### src/rtl/fetch_unit.sv
// Instruction fetch stage: one outstanding memory request, a one-entry skid buffer
// in front of decode, and redirect-driven flushing of stale responses.
module fetch_unit #(
    parameter int DATA_WIDTH = 32
) (
    input  logic                  clk,
    input  logic                  rst,
    input  logic [DATA_WIDTH-1:0] pc,
    output logic                  pc_stall,
    input  logic                  redirect,
    output logic                  imem_req,
    output logic [DATA_WIDTH-1:0] imem_addr,
    input  logic                  imem_ready,
    input  logic                  imem_rvalid,
    input  logic [DATA_WIDTH-1:0] imem_rdata,
    output logic                  id_valid,
    input  logic                  id_ready,
    output logic [DATA_WIDTH-1:0] id_instr,
    output logic [DATA_WIDTH-1:0] id_pc,
    output logic [DATA_WIDTH-1:0] id_pc_plus4
);

    localparam logic [1:0] S_REQ  = 2'd0;
    localparam logic [1:0] S_WAIT = 2'd1;
    localparam logic [1:0] S_HOLD = 2'd2;
    localparam logic [1:0] S_DROP = 2'd3;

    localparam logic [DATA_WIDTH-1:0] FOUR = DATA_WIDTH'(4);

    logic [1:0]            state_q,       state_d;
    logic [DATA_WIDTH-1:0] req_pc_q,      req_pc_d;
    logic                  id_valid_q,    id_valid_d;
    logic [DATA_WIDTH-1:0] id_instr_q,    id_instr_d;
    logic [DATA_WIDTH-1:0] id_pc_q,       id_pc_d;
    logic [DATA_WIDTH-1:0] id_pc_plus4_q, id_pc_plus4_d;
    logic                  skid_valid_q,  skid_valid_d;
    logic [DATA_WIDTH-1:0] skid_instr_q,  skid_instr_d;
    logic [DATA_WIDTH-1:0] skid_pc_q,     skid_pc_d;
    logic                  accept;

    assign accept = (state_q == S_REQ) && imem_ready;

    // Gated by rst so the request and stall look idle the instant reset asserts.
    assign imem_req  = !rst && (state_q == S_REQ);
    assign pc_stall  = rst || !(accept || redirect);
    assign imem_addr = pc;

    assign id_valid    = id_valid_q;
    assign id_instr    = id_instr_q;
    assign id_pc       = id_pc_q;
    assign id_pc_plus4 = id_pc_plus4_q;

    always_comb begin
        // NOTE: every next-state signal defaults to its register first, so no path infers a latch.
        state_d       = state_q;
        req_pc_d      = req_pc_q;
        id_valid_d    = id_valid_q;
        id_instr_d    = id_instr_q;
        id_pc_d       = id_pc_q;
        id_pc_plus4_d = id_pc_plus4_q;
        skid_valid_d  = skid_valid_q;
        skid_instr_d  = skid_instr_q;
        skid_pc_d     = skid_pc_q;

        if (redirect) begin
            id_valid_d   = 1'b0;
            skid_valid_d = 1'b0;
            case (state_q)
                S_REQ:          state_d = imem_ready  ? S_DROP : S_REQ;
                S_WAIT, S_DROP: state_d = imem_rvalid ? S_REQ  : S_DROP;
                default:        state_d = S_REQ;
            endcase
        end else begin
            if (id_ready) id_valid_d = 1'b0;
            case (state_q)
                S_REQ: begin
                    if (imem_ready) begin
                        req_pc_d = pc;
                        state_d  = S_WAIT;
                    end
                end
                S_WAIT: begin
                    if (imem_rvalid) begin
                        if (!id_valid_q || id_ready) begin
                            id_valid_d    = 1'b1;
                            id_instr_d    = imem_rdata;
                            id_pc_d       = req_pc_q;
                            id_pc_plus4_d = req_pc_q + FOUR;
                            state_d       = S_REQ;
                        end else begin
                            skid_valid_d = 1'b1;
                            skid_instr_d = imem_rdata;
                            skid_pc_d    = req_pc_q;
                            state_d      = S_HOLD;
                        end
                    end
                end
                S_HOLD: begin
                    if (id_ready && skid_valid_q) begin
                        id_valid_d    = 1'b1;
                        id_instr_d    = skid_instr_q;
                        id_pc_d       = skid_pc_q;
                        id_pc_plus4_d = skid_pc_q + FOUR;
                        skid_valid_d  = 1'b0;
                        state_d       = S_REQ;
                    end
                end
                default: begin
                    if (imem_rvalid) state_d = S_REQ;
                end
            endcase
        end
    end

    always_ff @(posedge clk or posedge rst) begin
        if (rst) begin
            state_q       <= S_REQ;
            req_pc_q      <= '0;
            id_valid_q    <= 1'b0;
            id_instr_q    <= '0;
            id_pc_q       <= '0;
            id_pc_plus4_q <= '0;
            skid_valid_q  <= 1'b0;
            skid_instr_q  <= '0;
            skid_pc_q     <= '0;
        end else begin
            state_q       <= state_d;
            req_pc_q      <= req_pc_d;
            id_valid_q    <= id_valid_d;
            id_instr_q    <= id_instr_d;
            id_pc_q       <= id_pc_d;
            id_pc_plus4_q <= id_pc_plus4_d;
            skid_valid_q  <= skid_valid_d;
            skid_instr_q  <= skid_instr_d;
            skid_pc_q     <= skid_pc_d;
        end
    end

endmodule

### config.mk
export PLATFORM = sky130hd
export DESIGN_NAME = fetch_unit
export DESIGN_NICKNAME = d
export VERILOG_FILES = /design/src/rtl/fetch_unit.sv
export SDC_FILE = /design/constraint.sdc
export NUM_CORES = 1
export LEC_CHECK = 0
export ABC_AREA = 1
export ABC_CLOCK_PERIOD_IN_PS = 17500
export BUFFER_PORTS_ARGS = -buffer_cell sky130_fd_sc_hd__buf_2
export CAP_MARGIN = 15
export CORE_MARGIN = 2
export CORE_UTILIZATION = 45
export DETAILED_ROUTE_END_ITERATION = 10
export PLACE_DENSITY = 0.65
export SLEW_MARGIN = 5
export SYNTH_ARGS = -nofsm -noshare
export SYNTH_HDL_FRONTEND = slang
export SYNTH_SLANG_ARGS = --single-unit
### constraint.sdc
create_clock -name clk -period 17.5 [get_ports clk]
set_input_delay 0.875 -clock clk [delete_from_list [all_inputs] [get_ports clk]]
set_output_delay 0.875 -clock clk [all_outputs]
set_load 0.1 [all_outputs]
==> impl_results.md, run 1 <==
* Status: finished clean
* Row count at 52
* Initial Utilization at 0.455
* WS Path Type: reg -> reg
* Flops & latches, synth at ~190
* Dpl hpwl at about 15000 µm
* Clock tree buffer depth at 2
* Final slew viol count at 0
* DRC Markers at 0
* Layout cells sized above 1 at 0.312
* Busiest grt layer: met2
* Max-slew headroom at 0.259
* CTS root buf: clkbuf_16
* Synth Instances at between 900 and 1000
* Initial DRT Pass Iterations at 7
* Syn avg cell area at 9.16 µm²
* Final net count at 1216
* Largest fanout on the critical path at 85
* DRT antenna net count at 0
* Pin count of the biggest net entering global routing at 125
* Worst setup SP type: flop
* Period minus WS final at 3360 ps
* CTS Buf Count at 17
* Max Cap Viol at 0
* Yosys warns at 0
* Final hold viol count at 0
* Tightest Pin Transition at roughly 1100 ps
* Antenna diodes at 0
* CTS H-tree lvls at 4
* Unique masters post-synth at 36
* DIE WIDTH at between 100 and 150 µm
* CTS tree: done
* Via count at 7050
* Fin crit share at 0.192
* Tot GR Track Use at 0.203
* Post-CTS Hold Fix Bufs at 0
* Setup bufs post-CTS at 0
* Maximum clock rate at 298 MHz
* Initial antenna violation count at 0
* GR Util met3 at 0.0341
* Final core occ at 0.528
* # fillers at 1898
* Fin Setup TNS at 0 ps
* I/O pin total at around 200
* GR Overflow Total at 0
* # setup viols final at 0
* Synth Net Count at between 1000 and 1500
* CTS Sinks at 194
* CP endpoint kind: flop
* Cts repair resizes at 0
* Clk_lat worst skew at 440 ps
* Met2 Usage GRT at 0.308
* Wire length per cell at 15.0 µm
* Die height at 147 µm
* CORE AREA at 20100 µm²
* Sequential share of the synthesized area at 0.531
* Initial DRC Count at 412
* First-pass GRT wire length at 34900 µm
* Vias per cell at 4.95
* Met1 Track Usage GR at 0.304
* RSZ-0062 raised after global routing: no
* Post-route clock skew at 11.8 ps
* Post-Syn Area at 9150 µm²
* Total Wirelength at 21400 µm
* Port-buffer cells at 200
* Number of global-route vias before repair at 6633
* Synth-to-layout area growth at 16.1%
* Req. time, crit path at about 18000 ps
* Gpl congestion at 0.937
* DIE AREA at 21500 µm²
* Worst min path class: reg -> reg
* Clock-pin slew on the worst setup and hold paths at 80 ps
* Arrival time at the worst endpoint at between 3000 and 4000 ps
==> Yosys cell counts <==
library cell	number	area share
nand4_1	4	0.0027
xor2_1	1	0.00096
ha_1	5	0.0068
o21ai_0	36	0.020
o21ai_2	4	0.0038
nor2_2	10	0.0068
and2_1	1	0.00068
nor3b_2	1	0.0014
or2_2	1	0.00068
o21ai_1	4	0.0022
a31oi_1	38	0.026
nand3_2	1	0.0011
nor4_1	1	0.00068
o211ai_1	2	0.0016
nor2_1	127	0.052
a211oi_2	1	0.0014
o22ai_1	1	0.00068
a21oi_1	20	0.011
nor2_4	9	0.011
mux2_2	71	0.087
nand3_1	45	0.025
nor3_1	2	0.0011
nand2_1	271	0.11
buf_2	18	0.0098
nand2_2	19	0.013
clkbuf_1	13	0.0053
buf_8	1	0.0016
inv_2	3	0.0012
o31ai_1	2	0.0016
buf_6	4	0.0049
dfrtp_1	194	0.53
nand3b_1	1	0.00082
a211oi_1	1	0.00082
inv_1	41	0.017
a22oi_1	1	0.00082
buf_4	45	0.037
==> critical path, stage by stage, from the launching register on <==
cell and delay, ps:
dfrtp_1 410, inv_1 110, ha_2 530, nor2_1 100
nor2_1 100, nand2_1 90, nor2_4 600, buf_4 800
nand2_1 160, o22ai_1 200, a21oi_1 70
==> cell type report <==
class	count	area, µm²	area share
Clock inverter	14	169	0.0159
Timing Repair Buffer	204	1030	0.0971
Tap cell	270	338	0.0318
Inverter	44	173	0.0163
Sequential cell	194	4850	0.457
Clock buffer	18	439	0.0414
Multi-Input combinational cell	680	3620	0.340
==> kinds of logic (layout without fill, tap and decap cells) <==
kind of cell	after synthesis	after routing	synth area share
adder cells (fa/ha/maj)	5	5	0.00684
multiplexers	71	71	0.0874
buffers and inverters	125	280	0.0767
AO/OA/AOI/OAI	110	110	0.0696
AND/OR/NAND/NOR	493	493	0.228
flip-flops	194	194	0.531
XOR/XNOR	1	1	0.000957
==> cell usage in the layout, fill, tap and decap left out, types with 3 or more instances in the layout <==
cell       netlist  routed
nor2_1         127     127
nand3_1         45      44
nand2_2         19      20
inv_2            3       3
buf_2           18     200
a31oi_1         38      38
o21ai_2          4       4
nand2_1        271     270
a21oi_1         20      20
inv_6            0       3
mux2_2          71      71
clkbuf_16        0      17
o21ai_0         36      36
ha_1             5       4
nor2_4           9      10
nand4_1          4       4
inv_8            0       6
inv_1           41      40
dfrtp_1        194     194
o21ai_1          4       4
nor2_2          10       9
buf_4           45       4
==> metal layers <==
layer	vias to the layer above	share of wire	wire length (µm)
li1	3499	-	-
met1	3370	0.50	10600
met2	166	0.45	9680
met3	15	0.040	850
met4	0	0.011	233
met5	-	0	0
==> state kept, by name, summed over array words and instances, names as in the netlist <==
register,cells
id_pc,32
state_q,2
id_pc_plus4,30
skid_instr_q,32
skid_pc_q,32
req_pc_q,32
id_instr,32
id_valid,1
skid_valid_q,1
==> final timing paths <==
path / startpoint / to / slack (ps) / cells after the start
min: id_pc[8] / id_pc[8] / 470 / 2
min reg2reg: id_pc[8] / id_pc[8] / 470 / 2
max in group asynchronous: rst / id_pc_plus4[14] / 15370 / 3
max: state_q[0] / id_pc_plus4[13] / 14140 / 10
min in group asynchronous: rst / id_instr[5] / 620 / 2
max reg2reg: state_q[0] / id_pc_plus4[13] / 14140 / 10
==> through the flow <==
stage | setup slack (ps) | hold slack (ps) | instances | cell area (µm²)
6_report | 14140 | 466 | 1424 | 10600
3_5_place_dp | 14190 | 455 | 1392 | 10000
2_1_floorplan | 7790 | 448 | 999 | 9150
4_1_cts | 14190 | 473 | 1424 | 10600
3_3_place_gp | 14270 | 454 | 1392 | 10000
5_1_grt | 13800 | 498 | 1424 | 10600
Power of run 1 is left out: the tool's default activity adds up to more than one toggle a clock period on the data nets, which glitch-free logic cannot reach.
==> inputs of run 2 (changes only) <==
--- a/config.mk
+++ b/config.mk
@@ -6,7 +6,7 @@
 export NUM_CORES = 1
 export LEC_CHECK = 0
 export ABC_AREA = 1
-export ABC_CLOCK_PERIOD_IN_PS = 17500
+export ABC_CLOCK_PERIOD_IN_PS = 3200
 export BUFFER_PORTS_ARGS = -buffer_cell sky130_fd_sc_hd__buf_2
 export CAP_MARGIN = 15
 export CORE_MARGIN = 2
==> constraint.sdc (replaced) <==
create_clock -name clk -period 3.2 [get_ports clk]
set_input_delay 0.16 -clock clk [delete_from_list [all_inputs] [get_ports clk]]
set_output_delay 0.16 -clock clk [all_outputs]
set_load 0.1 [all_outputs]
==> impl_results.md, run 2 (synthesis results as in run 1) <==
* Status: finished clean
* Final hold viol count at 0 (unchanged)
* Die height at 147 µm (unchanged)
* WHS at 35.3 ps (-431 ps)
* Initial DRT Pass Iterations at 5 (-2)
* Pin count of the biggest net entering global routing at 195 (+56%)
* RR Startpoint: state_q[0]
* Slowest cell on the critical path: inv_2
* Place WS at 502 ps (-13690 ps)
* Final slew viol count at 0 (unchanged)
* Via count at 7349 (+4.2%)
* DRC Markers at 0 (unchanged)
* GR Overflow Total at 0 (unchanged)
* Arrival time at the worst endpoint at 3030 ps (-640 ps)
* Period minus WS final at 2700 ps (-653 ps)
* Fin crit share at 0.845 (+0.653)
* Row count at 52 (unchanged)
* Clock tree buffer depth at 2 (unchanged)
* Initial DRC Count at 491 (+19%)
* Maximum clock rate at 370 MHz (+24%)
* Crit-path most repeated cell: nand2_1
* Gpl congestion at 0.891 (-4.9%)
* DIE AREA at 21500 µm² (unchanged)
* Clock-pin slew on the worst setup and hold paths at 70 ps (about the same)
* Initial antenna violation count at 0 (unchanged)
* CORE AREA at 20100 µm² (unchanged)
* Post-route clock skew at 9.68 ps (-2.13 ps)
* Setup bufs post-CTS at 0 (unchanged)
* CP endpoint kind: flop
* Post-layout worst setup margin at 496 ps (-13650 ps)
* Most common cell after layout, fill and taps aside: nand2_1
* Worst r2r path cells at 13 (+3)
* R2R Setup Slk at 500 ps (-13650 ps)
* Largest fanout on the critical path at 25 (-71%)
* DIE WIDTH at 147 µm (unchanged)
* Vias per cell at 4.93 (-0.44%)
* # setup viols final at 0 (unchanged)
* CTS tree: done
* Cts repair resizes at 0 (unchanged)
* Total Wirelength at 21900 µm (+2.5%)
* Max stage delay on crit path at 400 ps (-400 ps)
* Initial Utilization at 0.455 (unchanged)
* Port-buffer cells at 200 (unchanged)
* Clk_lat worst skew at 440 ps (about the same)
* Max-slew headroom at 0.328 (+0.0693)
* Worst min path class: in -> reg
* I/O pin total at 201 (unchanged)
* Reg2reg end: id_pc_plus4[28]
* Dpl hpwl at 14700 µm (-1.4%)
* Final net count at 1283 (+5.5%)
* Worst setup SP type: flop
* CTS root buf: clkbuf_16
* Layout cells sized above 1 at 0.298 (-0.0138)
* RSZ-0062 raised after global routing: no
* Number of global-route vias before repair at 6925 (+4.4%)
* Antenna diodes at 0 (unchanged)
* Commonest cells after routing, fill and taps aside: 270 x nand2_1, 200 x buf_2, 194 x dfrtp_1
* Crit-path cells: inv_1 -> ha_2 -> inv_2 -> buf_4 -> nand2_1 -> nand2_1 -> nand2_1 -> nor2_4 -> nand2_1 -> nor2_2 -> nand3_1 -> nand3_1 -> nand2_1
* Fin Setup TNS at 0 ps (unchanged)
* CTS H-tree lvls at 4 (unchanged)
* Wire length per cell at 14.7 µm (-2.2%)
* Final core occ at 0.562 (+0.0336)
* Req. time, crit path at 3520 ps (-14290 ps)
* Synth-to-layout area growth at 23.5%
* WHS Endpoint: req_pc_q[5]
* Tightest Pin Transition at 1010 ps (-102 ps)
* WS Path Type: reg -> reg
* DRT antenna net count at 0 (unchanged)
* Hold Path Cell Cnt at 2 (unchanged)
* CP bufs+invs at 3 (+1)
* First-pass GRT wire length at 36100 µm (+3.5%)
* CTS Buf Count at 17 (unchanged)
* Hold wc startpoint: pc[5]
* CTS Sinks at 194 (unchanged)
* Crit path max-delay family: simple AND/OR/NAND/NOR gates
* Max Cap Viol at 0 (unchanged)
* Tot GR Track Use at 0.210 (+0.00755)
==> run 2: timing repair <==
item	CTS	global route
setup endpoints to repair	0	0
endpoints found under the hold margin	94	0
hold buffers	63	0
==> run 2: worst max path at each step <==
stage / end / slack (ps) / startpoint / cells past startpoint
floorplan: pc_stall / -2300 / rst / 2
global placement: id_pc_plus4[28] / 520 / state_q[0] / 13
detailed placement: id_pc_plus4[28] / 500 / state_q[0] / 13
CTS: id_pc_plus4[28] / 490 / state_q[0] / 13
global route: id_pc_plus4[24] / 280 / state_q[0] / 13
finish: id_pc_plus4[28] / 500 / state_q[0] / 13
==> run 2: final cells by class <==
| class | count | area, µm² |
|---|---|---|
| clock buffer | 19 | 453 |
| clock inverter | 13 | 124 |
| fill | 1803 | 8810 |
| inverter | 44 | 169 |
| multi-input combinational | 680 | 3620 |
| sequential | 194 | 4850 |
| tap | 270 | 338 |
| timing repair buffer | 271 | 1740 |
==> run 2: per-stage QoR <==
stage	instance area (µm²)	cells
4_1_cts	11300	1490
2_1_floorplan	9150	999
6_report	11300	1491
3_5_place_dp	10100	1395
3_3_place_gp	10100	1395
5_1_grt	11300	1491
==> run 2: layer usage <==
| layer | track usage | vias up | routed length, µm |
|---|---|---|---|
| met1 | 0.306 | 3471 | 10500 |
| li1 | - | 3644 | - |
| met4 | 0.0602 | 0 | 401 |
| met2 | 0.324 | 210 | 9970 |
| met3 | 0.0381 | 24 | 1000 |
| met5 | 0 | - | 0 |
Power of run 2 is left out for the same reason.
==> inputs of run 3 (changes only) <==
--- a/config.mk
+++ b/config.mk
@@ -6,7 +6,7 @@
 export NUM_CORES = 1
 export LEC_CHECK = 0
 export ABC_AREA = 1
-export ABC_CLOCK_PERIOD_IN_PS = 3200
+export ABC_CLOCK_PERIOD_IN_PS = 2600
 export BUFFER_PORTS_ARGS = -buffer_cell sky130_fd_sc_hd__buf_2
 export CAP_MARGIN = 15
 export CORE_MARGIN = 2
==> constraint.sdc (replaced) <==
create_clock -name clk -period 2.6 [get_ports clk]
set_input_delay 0.13 -clock clk [delete_from_list [all_inputs] [get_ports clk]]
set_output_delay 0.13 -clock clk [all_outputs]
set_load 0.1 [all_outputs]
==> impl_results.md, run 3 (synthesis results as in run 1) <==
* Final net count at 1291 (+0.62%)
* Antenna diodes at 0 (unchanged)
* DRT antenna net count at 0 (unchanged)
* Final hold viol count at 0 (unchanged)
* CTS root buf: clkbuf_16
* Wire length per cell at 14.8 µm (+0.36%)
* Pin count of the biggest net entering global routing at 195 (unchanged)
* Total Wirelength at 22100 µm (+0.90%)
* DIE AREA at 21500 µm² (unchanged)
* Via count at 7403 (+0.73%)
* WS Path Type: reg -> reg
* M1 WL at 10500 µm (-0.10%)
* Largest fanout on the critical path at 35 (+40%)
* Routed wl met2 at 10300 µm (+3.3%)
* Max Cap Viol at 0 (unchanged)
* Initial Utilization at 0.455 (unchanged)
* Layout cells sized above 1 at 0.301 (+0.00294)
* Clk_lat worst skew at 440 ps (about the same)
* Arrival time at the worst endpoint at 2650 ps (-380 ps)
* Row count at 52 (unchanged)
* R2R Setup Slk at 270 ps (-230 ps)
* Number of global-route vias before repair at 7049 (+1.8%)
* Synth-to-layout area growth at 24.4%
* GR Overflow Total at 0 (unchanged)
* WHS at 46.9 ps (+11.6 ps)
* Clock-pin slew on the worst setup and hold paths at 80 ps (about the same)
* Tightest Pin Transition at 1020 ps (+11.4 ps)
* Place WS at 238 ps (-264 ps)
* Initial antenna violation count at 0 (unchanged)
* Gpl congestion at 0.889 (-0.28%)
* CP endpoint kind: flop
* Top Metal Used: met4
* Most common cell after layout, fill and taps aside: nand2_1
* DRC Markers at 0 (unchanged)
* Initial DRC Count at 546 (+11%)
* Period minus WS final at 2330 ps (-371 ps)
* DR WL met3 at 1060 µm (+5.6%)
* Clock tree buffer depth at 2 (unchanged)
* Dpl hpwl at 15100 µm (+2.9%)
* Vias per cell at 4.94 (+0.20%)
* Final core occ at 0.566 (+0.00454)
* Max-slew headroom at 0.320 (-0.00757)
* Post-layout worst setup margin at 266 ps (-229 ps)
* Tot GR Track Use at 0.211 (+0.000914)
* # setup viols final at 0 (unchanged)
* Final slew viol count at 0 (unchanged)
* Worst setup SP type: flop
* First-pass GRT wire length at 36200 µm (+0.21%)
* Req. time, crit path at 2920 ps (-600 ps)
* Reg2reg end: id_pc_plus4[24]
* CTS Buf Count at 17 (unchanged)
* Commonest cells after routing, fill and taps aside: 270 x nand2_1, 200 x buf_2, 194 x dfrtp_1
* RSZ-0062 raised after global routing: no
* Port-buffer cells at 200 (unchanged)
* Worst r2r path cells at 13 (unchanged)
* # fillers at 1818 (+0.83%)
* Worst min path class: in -> async
* Die height at 147 µm (unchanged)
* RR Startpoint: state_q[0]
* CORE AREA at 20100 µm² (unchanged)
* DIE WIDTH at 147 µm (unchanged)
* CTS H-tree lvls at 4 (unchanged)
* Initial DRT Pass Iterations at 5 (unchanged)
* Setup bufs post-CTS at 0 (unchanged)
* Maximum clock rate at 429 MHz (+16%)
* Post-route clock skew at 15.0 ps (+5.36 ps)
* Status: finished clean
* CTS tree: done
* CTS Sinks at 194 (unchanged)
* I/O pin total at 201 (unchanged)
* Fin crit share at 0.898 (+0.0524)
## run 3: changes by cell type in the layout (fill, tap and decap cells not counted), sizes merged
cell         previous run  this run
clkbuf                 19        17
clkinv                  3         4
dlygate4sd3            63        65
inv                    49        50
buf                   208       214
## run 3: how the worst max path moves through the flow
stage / startpoint / endpoint / slack (ps) / cells past startpoint
CTS: state_q[0] / id_pc_plus4[24] / 210 / 13
floorplan: rst / pc_stall / -2840 / 2
detailed placement: state_q[0] / id_pc_plus4[24] / 240 / 13
global route: state_q[0] / id_pc_plus4[24] / 30 / 13
global placement: state_q[0] / id_pc_plus4[24] / 360 / 13
finish: state_q[0] / id_pc_plus4[24] / 270 / 13
## run 3: final cells by class
type | instances | area, µm² | share of cell area
tap | 270 | 338 | 0.0297
timing repair buffer | 279 | 1820 | 0.160
inverter | 44 | 170 | 0.0149
sequential | 194 | 4850 | 0.426
clock buffer | 17 | 425 | 0.0374
clock inverter | 15 | 164 | 0.0144
multi-input combinational | 680 | 3620 | 0.318
## run 3: through the flow
step / instance area (µm²) / cells / setup TNS, ps
floorplan: 9150 / 999 / -10780
global placement: 10100 / 1402 / 0
detailed placement: 10100 / 1402 / 0
CTS: 11400 / 1499 / 0
global route: 11400 / 1499 / 0
finish: 11400 / 1499 / 0
## run 3: worst max-delay path, stage by stage, from the launching register on
cell     delay, ps
dfrtp_1        400
inv_1          110
ha_2           270
buf_12         210
nand2_1         80
o21ai_2        100
ha_1           210
nand3_1        110
inv_1          160
nand3_1        170
nor2_2         190
nand2_1         80
nand2_1         60
nand3_1         70
## run 3: per-layer routing
layer,vias up,global-route usage
li1,3656,-
met1,3542,0.300
met2,186,0.331
met3,19,0.0400
met4,0,0.0631
met5,-,0
## run 3: what timing repair did
item | CTS | global route
hold buffers | 65 | 0
gates resized for setup | 0 | 1
setup endpoints to repair | 0 | 2
hold endpoints to repair | 97 | 0
Power of run 3 is left out for the same reason.
